## config.mk

```make
export PLATFORM = sky130hd
export DESIGN_NAME = memcard_ctrl
export DESIGN_NICKNAME = d
export VERILOG_FILES = /design/src/rtl/memcard_ctrl.sv
export SDC_FILE = /design/constraint.sdc
export NUM_CORES = 1
export LEC_CHECK = 0
export ABC_AREA = 1
export CAP_MARGIN = 5
export CORE_MARGIN = 3
export CORE_UTILIZATION = 40
export CTS_CLUSTER_SIZE = 30
export DETAILED_ROUTE_END_ITERATION = 8
export GPL_TIMING_DRIVEN = 0
export PLACE_DENSITY = 0.64
export SYNTH_ARGS = -nofsm -noshare
export SYNTH_HDL_FRONTEND = slang
export SYNTH_SLANG_ARGS = --single-unit
```

## constraint.sdc

```tcl
create_clock -name CLK_24M -period 1.6 [get_ports CLK_24M]
set_clock_uncertainty 0.05 [all_clocks]
set_input_delay 0.24 -clock CLK_24M [delete_from_list [all_inputs] [get_ports CLK_24M]]
set_output_delay 0.24 -clock CLK_24M [all_outputs]
set_load 0.005 [all_outputs]
```

## src/rtl/memcard_ctrl.sv

```systemverilog
// JEIDA memory card access controller: decodes the card window and control registers,
// sequences nCRDC/nCRDO/CARD_PIN_nWE with programmable wait states, debounces card detect.
module memcard_ctrl #(
  parameter int WAIT_CYCLES = 6,
  parameter int DEB_CYCLES  = 2400
) (
  input  logic        CLK_24M,
  input  logic        nRESET,
  input  logic        nAS,
  input  logic        M68K_RW,
  input  logic        nLDS,
  input  logic        nUDS,
  input  logic [23:1] M68K_ADDR,
  input  logic [7:0]  M68K_DATA,
  input  logic        nCD1,
  input  logic        nCD2,
  input  logic        nWP,
  output logic        nCRDC,
  output logic        nCRDO,
  output logic        CARD_PIN_nWE,
  output logic        CARD_PIN_nREG,
  output logic [4:0]  CDA_U,
  output logic        nCARD_DTACK,
  output logic        CARD_PRESENT,
  output logic        WR_ERR
);

  // state  | meaning
  // IDLE   | waiting for an AS edge in the card window
  // SETUP  | chip select asserted one cycle ahead of the strobe
  // STROBE | nCRDO or CARD_PIN_nWE low for WAIT_CYCLES cycles
  // HOLD   | write strobe released, chip select held one cycle
  // ACK    | DTACK asserted until the 68K negates nAS
  typedef enum logic [2:0] {ST_IDLE, ST_SETUP, ST_STROBE, ST_HOLD, ST_ACK} state_t;

  state_t      state_q, state_d;
  logic [3:0]  wait_q, wait_d;
  logic        rw_q, rw_d;
  logic        rel_q, rel_d;
  logic        nas_s1_q, nas_s2_q, nas_prev_q;
  logic        ncd1_s1_q, ncd1_s2_q, ncd2_s1_q, ncd2_s2_q, nwp_s1_q, nwp_s2_q;
  logic [15:0] deb_cnt_q, deb_cnt_d;
  logic        present_q, present_d;
  logic [4:0]  cda_q, cda_d;
  logic        unlk1_q, unlk1_d, unlk2_q, unlk2_d, regsel_q, regsel_d;
  logic        wr_err_q, wr_err_d;
  logic        ncrdc_q, ncrdc_d, ncrdo_q, ncrdo_d, nwe_q, nwe_d;
  logic        nreg_q, nreg_d, ndtack_q, ndtack_d;

  logic        as_edge, card_gone, in_window, reg_wr, wen, abort_card;
  logic [23:0] byte_addr;
  logic        unused_data;

  assign unused_data = ^M68K_DATA[7:5];

  always_comb begin
    as_edge    = nas_prev_q & ~nas_s2_q;
    card_gone  = ncd1_s2_q | ncd2_s2_q;
    in_window  = (M68K_ADDR[23:22] == 2'b10) && (!nLDS || !nUDS);
    reg_wr     = as_edge && !M68K_RW && !nLDS;
    byte_addr  = {M68K_ADDR, 1'b1};
    wen        = unlk1_q & unlk2_q & nwp_s2_q & present_q;
    // React to the synchronized pins directly so removal aborts without waiting on the debounce flop.
    abort_card = card_gone | ~present_q;
  end

  always_comb begin
    cda_d    = cda_q;
    unlk1_d  = unlk1_q;
    unlk2_d  = unlk2_q;
    regsel_d = regsel_q;
    wr_err_d = wr_err_q;
    if (reg_wr) begin
      case (byte_addr)
        24'h380011: cda_d = M68K_DATA[4:0];
        24'h3A0005: unlk1_d = 1'b1;
        24'h3A0015: begin unlk1_d = 1'b0; wr_err_d = 1'b0; end
        24'h3A000D: unlk2_d = 1'b1;
        24'h3A001D: unlk2_d = 1'b0;
        24'h3A0007: regsel_d = 1'b1;
        24'h3A0017: regsel_d = 1'b0;
        default: ;
      endcase
    end
    if (card_gone) begin
      unlk1_d = 1'b0;
      unlk2_d = 1'b0;
    end

    deb_cnt_d = deb_cnt_q;
    if (card_gone) deb_cnt_d = '0;
    else if (deb_cnt_q != 16'(DEB_CYCLES)) deb_cnt_d = deb_cnt_q + 16'd1;
    present_d = !card_gone && (deb_cnt_d == 16'(DEB_CYCLES));

    state_d = state_q;
    wait_d  = wait_q;
    rw_d    = rw_q;
    rel_d   = rel_q;
    case (state_q)
      ST_IDLE: begin
        if (as_edge && in_window) begin
          rw_d = M68K_RW;
          if (present_q && (M68K_RW || wen)) begin
            state_d = ST_SETUP;
            rel_d   = 1'b0;
          end else begin
            state_d = ST_ACK;
            rel_d   = 1'b1;
            if (!M68K_RW) wr_err_d = 1'b1;
          end
        end
      end
      ST_SETUP, ST_STROBE, ST_HOLD: begin
        if (nas_s2_q) begin
          state_d = ST_IDLE;
        end else if (abort_card) begin
          state_d = ST_ACK;
          rel_d   = 1'b1;
        end else if (state_q == ST_SETUP) begin
          state_d = ST_STROBE;
          wait_d  = 4'(WAIT_CYCLES - 1);
        end else if (state_q == ST_HOLD) begin
          state_d = ST_ACK;
        end else if (wait_q == 4'd0) begin
          state_d = rw_q ? ST_ACK : ST_HOLD;
        end else begin
          wait_d = wait_q - 4'd1;
        end
      end
      ST_ACK: if (nas_s2_q) state_d = ST_IDLE;
      default: state_d = ST_IDLE;
    endcase
  end

  // Outputs are decoded from the next state so every pin comes straight off a flop.
  always_comb begin
    ncrdc_d  = 1'b1;
    ncrdo_d  = 1'b1;
    nwe_d    = 1'b1;
    nreg_d   = 1'b1;
    ndtack_d = 1'b1;
    case (state_d)
      ST_SETUP: begin
        ncrdc_d = 1'b0;
        nreg_d  = ~regsel_q;
      end
      ST_STROBE: begin
        ncrdc_d = 1'b0;
        nreg_d  = ~regsel_q;
        if (rw_d) ncrdo_d = 1'b0;
        else      nwe_d   = 1'b0;
      end
      ST_HOLD: begin
        ncrdc_d = 1'b0;
        nreg_d  = ~regsel_q;
      end
      ST_ACK: begin
        ndtack_d = 1'b0;
        nreg_d   = ~regsel_q;
        if (rw_d && !rel_d) begin
          ncrdc_d = 1'b0;
          ncrdo_d = 1'b0;
        end
      end
      default: ;
    endcase
  end

  always_ff @(posedge CLK_24M or negedge nRESET) begin
    if (!nRESET) begin
      nas_s1_q   <= 1'b1;
      nas_s2_q   <= 1'b1;
      nas_prev_q <= 1'b1;
      ncd1_s1_q  <= 1'b1;
      ncd1_s2_q  <= 1'b1;
      ncd2_s1_q  <= 1'b1;
      ncd2_s2_q  <= 1'b1;
      nwp_s1_q   <= 1'b1;
      nwp_s2_q   <= 1'b1;
      state_q    <= ST_IDLE;
      wait_q     <= '0;
      rw_q       <= 1'b1;
      rel_q      <= 1'b0;
      deb_cnt_q  <= '0;
      present_q  <= 1'b0;
      cda_q      <= '0;
      unlk1_q    <= 1'b0;
      unlk2_q    <= 1'b0;
      regsel_q   <= 1'b0;
      wr_err_q   <= 1'b0;
      ncrdc_q    <= 1'b1;
      ncrdo_q    <= 1'b1;
      nwe_q      <= 1'b1;
      nreg_q     <= 1'b1;
      ndtack_q   <= 1'b1;
    end else begin
      nas_s1_q   <= nAS;
      nas_s2_q   <= nas_s1_q;
      nas_prev_q <= nas_s2_q;
      ncd1_s1_q  <= nCD1;
      ncd1_s2_q  <= ncd1_s1_q;
      ncd2_s1_q  <= nCD2;
      ncd2_s2_q  <= ncd2_s1_q;
      nwp_s1_q   <= nWP;
      nwp_s2_q   <= nwp_s1_q;
      state_q    <= state_d;
      wait_q     <= wait_d;
      rw_q       <= rw_d;
      rel_q      <= rel_d;
      deb_cnt_q  <= deb_cnt_d;
      present_q  <= present_d;
      cda_q      <= cda_d;
      unlk1_q    <= unlk1_d;
      unlk2_q    <= unlk2_d;
      regsel_q   <= regsel_d;
      wr_err_q   <= wr_err_d;
      ncrdc_q    <= ncrdc_d;
      ncrdo_q    <= ncrdo_d;
      nwe_q      <= nwe_d;
      nreg_q     <= nreg_d;
      ndtack_q   <= ndtack_d;
    end
  end

  assign nCRDC         = ncrdc_q;
  assign nCRDO         = ncrdo_q;
  assign CARD_PIN_nWE  = nwe_q;
  assign CARD_PIN_nREG = nreg_q;
  assign CDA_U         = cda_q;
  assign nCARD_DTACK   = ndtack_q;
  assign CARD_PRESENT  = present_q;
  assign WR_ERR        = wr_err_q;

endmodule

```

==> impl_metrics.tcl <==
set metrics [dict create \
    cts_tree "done" \
    groute.usage.overall_pct 16.4 \
    dieHeight_um 88.7 \
    grt_max_degree 40 \
    synth_nets 408 \
    grt_pass1_vias 2289 \
    finalCritPeriodShare_pct 101 \
    drt-initial-drc-count 108 \
    placed_cell_area_um2 3320 \
    netlist_area_um2 2730 \
    firstDrtPassIters 4 \
    worstSetupStartpointType "register" \
    fmax_mhz 621 \
    syn_avg_cell_area_um2 7.51 \
    start_util_pct 42.1 \
    area_growth_pct 36.7 \
    clockBufferDepth 2 \
    finalInstanceArea_um2 3730 \
    rows 29 \
    hold_viol 0 \
    ant_nets 0 \
    antenna_found_initial 0 \
    place_ws_ns -0.334 \
    dpl.hpwl_um 4570 \
    core_area_um2 6490 \
    overflow 0 \
    io_buffers 48 \
    power.density_nw_per_um2 646 \
    gp_congestion 0.848 \
    cp_top_family "simple AND/OR/NAND/NOR gates" \
    diodes 0 \
    fin_util_pct 57.5 \
    setup_viol 2 \
    worstPathCellList "ha_2 -> nand2_2 -> nor2_4 -> nand2_2 -> nor2_1 -> nand2_1 -> nand2_1 -> nand2_1 -> nand2_1 -> nor2_2 -> nand2_1 -> nor2_2" \
    critPathMaxStageDelay_ns 0.41 \
    status "finished, violations left" \
    num_vias 2518 \
    numCtsBuffers 5 \
    slew_headroom_pct 78.4 \
    drv_cap 0 \
    crit_type "register to register" \
    ir_drop_mv 0.317 \
    final_layout_size_suffix_gt1_share_pct 27.2 \
    critPathCaptureType "register" \
    hold_path.class "primary input to register" \
    clock_latency_ns 0.31 \
    path_buf_inv 0 \
    ios 52 \
    die_x_um 88.7 \
    grt_pass1_wl_um 10100 \
    ys_warn_count 0 \
    clock-root-buffer "clkbuf_8" \
    wl_per_cell_um 12.5 \
    routed_wl_um 6460 \
    path_max_fanout 5 \
    required_ns 1.76 \
    cpMaxStageDelayCell "dfrtp_1" \
    crit_path_frequent_cell "nand2_1" \
    worst_pin_slew_ns 0.324 \
    cp.arrival_ns 1.77 \
    rsz0062_at_grt "yes" \
    vias_per_cell 4.89 \
    seq_area_frac_synth_pct 45.6 \
    setup_slack_ns -0.00906 \
    syn_inst 364 \
    violations "negative setup slack" \
    p_leak_nw 1.74 \
    die_area_um2 7860 \
    ys_seq_elements 49 \
    synth.distinct_cells 31 \
    fin_crit_ns 1.61 \
    slew_violations 0 \
    htreeDepth 2 \
    cts.sinks 49 \
    drc_errors 0 \
    clk_pin_slew_ns 0.10 \
    fin_nets 481 \
]
metrics by stage:
stage	hold slack, ns	TNS [ns]	std cells	total power, mW
global route	0.267	-0.494	515	2.53
floorplan	-0.106	0	364	1.42
CTS	0.277	-0.0260	503	2.38
global placement	0.296	-52.78	489	1.58
finish	0.284	-0.0155	515	2.41
detailed placement	0.0861	-2.48	490	1.59
cell usage in the layout (no fill, tap or decap), types with 2 or more instances in the layout:
| cell type | Yosys | routed |
|---|---|---|
| buf_4 | 0 | 15 |
| clkinvlp_4 | 0 | 2 |
| buf_2 | 0 | 2 |
| o21ai_1 | 8 | 10 |
| clkbuf_8 | 0 | 5 |
| xor2_1 | 3 | 3 |
| nor2_4 | 5 | 10 |
| inv_1 | 62 | 55 |
| o21ai_0 | 11 | 5 |
| dlygate4sd2_1 | 0 | 5 |
| or2_2 | 2 | 2 |
| nand2_4 | 1 | 3 |
| nand3_2 | 3 | 8 |
| dfrtp_1 | 34 | 34 |
| clkdlybuf4s50_1 | 0 | 42 |
| ha_1 | 4 | 2 |
| dfstp_2 | 15 | 15 |
| inv_2 | 4 | 11 |
| nor3_1 | 8 | 6 |
| nand2_2 | 6 | 21 |
| nor3_2 | 1 | 2 |
| nor2_2 | 5 | 7 |
| nor3_4 | 1 | 2 |
| nand3_1 | 31 | 26 |
| a21oi_1 | 7 | 6 |
| nand4_1 | 8 | 8 |
| nor2_1 | 51 | 44 |
| nand2_1 | 85 | 68 |
| o21ai_2 | 0 | 3 |
where the power goes:
group	switching, mW	internal (mW)	total (mW)
Clock	0.452	0.318	0.770
Combinational	0.151	0.171	0.322
Sequential	0.0274	1.29	1.32
worst paths after layout:
check / startpoint / to / slack (ns) / cells after the start
worst max-delay path: deb_cnt_q[0] / CARD_PRESENT / -0.009 / 12
worst min-delay path: nCD2 / ncd2_s1_q / 0.28 / 1
worst max register to register: deb_cnt_q[0] / CARD_PRESENT / -0.009 / 12
worst min register to register: ncd2_s1_q / ncd2_s2_q / 0.31 / 0
max in group asynchronous: nRESET / nwp_s1_q / 0.64 / 3
min in group asynchronous: nRESET / regsel_q / 0.30 / 2
routing by layer:
| layer | wire length (um) | share of wire, % | GRT usage, % | up-vias |
|---|---|---|---|---|
| met5 | 0 | 0 | 0 | - |
| met4 | 101 | 1.6 | 4.81 | 0 |
| met3 | 337 | 5.2 | 3.63 | 10 |
| met2 | 2970 | 46 | 26.2 | 73 |
| met1 | 3050 | 47 | 22.3 | 1155 |
| li1 | - | - | - | 1280 |
sequential cells by signal, summed over array words and instances (netlist names), 3 cells and up:
name / cells
deb_cnt_q: 16
CDA_U: 5
wait_q: 4
state_q: 3
kinds of logic (layout without fill, tap and decap cells):
group | after synthesis | in the layout | share of synthesized area (%)
AND/OR/NAND/NOR | 213 | 213 | 37.3
adder cells (fa/ha/maj) | 4 | 4 | 1.83
AO/OA/AOI/OAI | 27 | 27 | 4.99
XOR/XNOR | 3 | 3 | 0.962
buffers and inverters | 68 | 142 | 9.34
flip-flops | 49 | 49 | 45.6
worst reg2reg max path, stage by stage (launching register included):
cell     delay, ns
dfrtp_1       0.41
ha_2          0.21
nand2_2       0.07
nor2_4        0.19
nand2_2       0.08
nor2_1        0.11
nand2_1       0.05
nand2_1       0.06
nand2_1       0.06
nand2_1       0.09
nor2_2        0.04
nand2_1       0.07
nor2_2        0.03
cell type report:
cell class	instances	area, um2
timing repair buffer	66	623
fill	612	2760
inverter	67	251
sequential	49	1240
clock inverter	3	26.3
clock buffer	5	68.8
multi-input combinational	247	1420
tap	77	96.3
buffer	1	5.00
cell usage after synthesis:
cell type | number | area share (%)
ha_1 | 4 | 1.8
inv_2 | 4 | 0.55
nand2_4 | 1 | 0.41
nand2_1 | 85 | 12
nor2_4 | 5 | 2.1
nand4_2 | 1 | 0.46
o22ai_1 | 1 | 0.23
nand4_1 | 8 | 1.8
o21ai_1 | 8 | 1.5
nor3_2 | 1 | 0.37
nand3_1 | 31 | 5.7
nand2_2 | 6 | 1.4
o21ai_0 | 11 | 2.0
nand3b_1 | 1 | 0.27
nor3_1 | 8 | 1.5
nand3_2 | 3 | 1.1
nor4_1 | 1 | 0.23
buf_1 | 1 | 0.14
dfstp_2 | 15 | 14
nor2_2 | 5 | 1.1
clkinv_1 | 1 | 0.14
nor3_4 | 1 | 0.60
nor2_8 | 1 | 0.73
inv_1 | 62 | 8.5
or2_2 | 2 | 0.46
a21oi_1 | 7 | 1.3
dfrtp_1 | 34 | 31
xor2_1 | 3 | 0.96
and2_1 | 1 | 0.23
or2_1 | 1 | 0.23
nor2_1 | 51 | 7.0
timing repair:
item                                   in CTS  in global routing
endpoints found under the hold margin       5                  0
gates cloned                                0                  0
gates resized for setup                    19                 51
pin swaps                                   7                 27
hold buffers                                1                  0
setup buffers                               4                 12
setup endpoints to repair                  15                 14
Power figures use the tool's default switching activity.
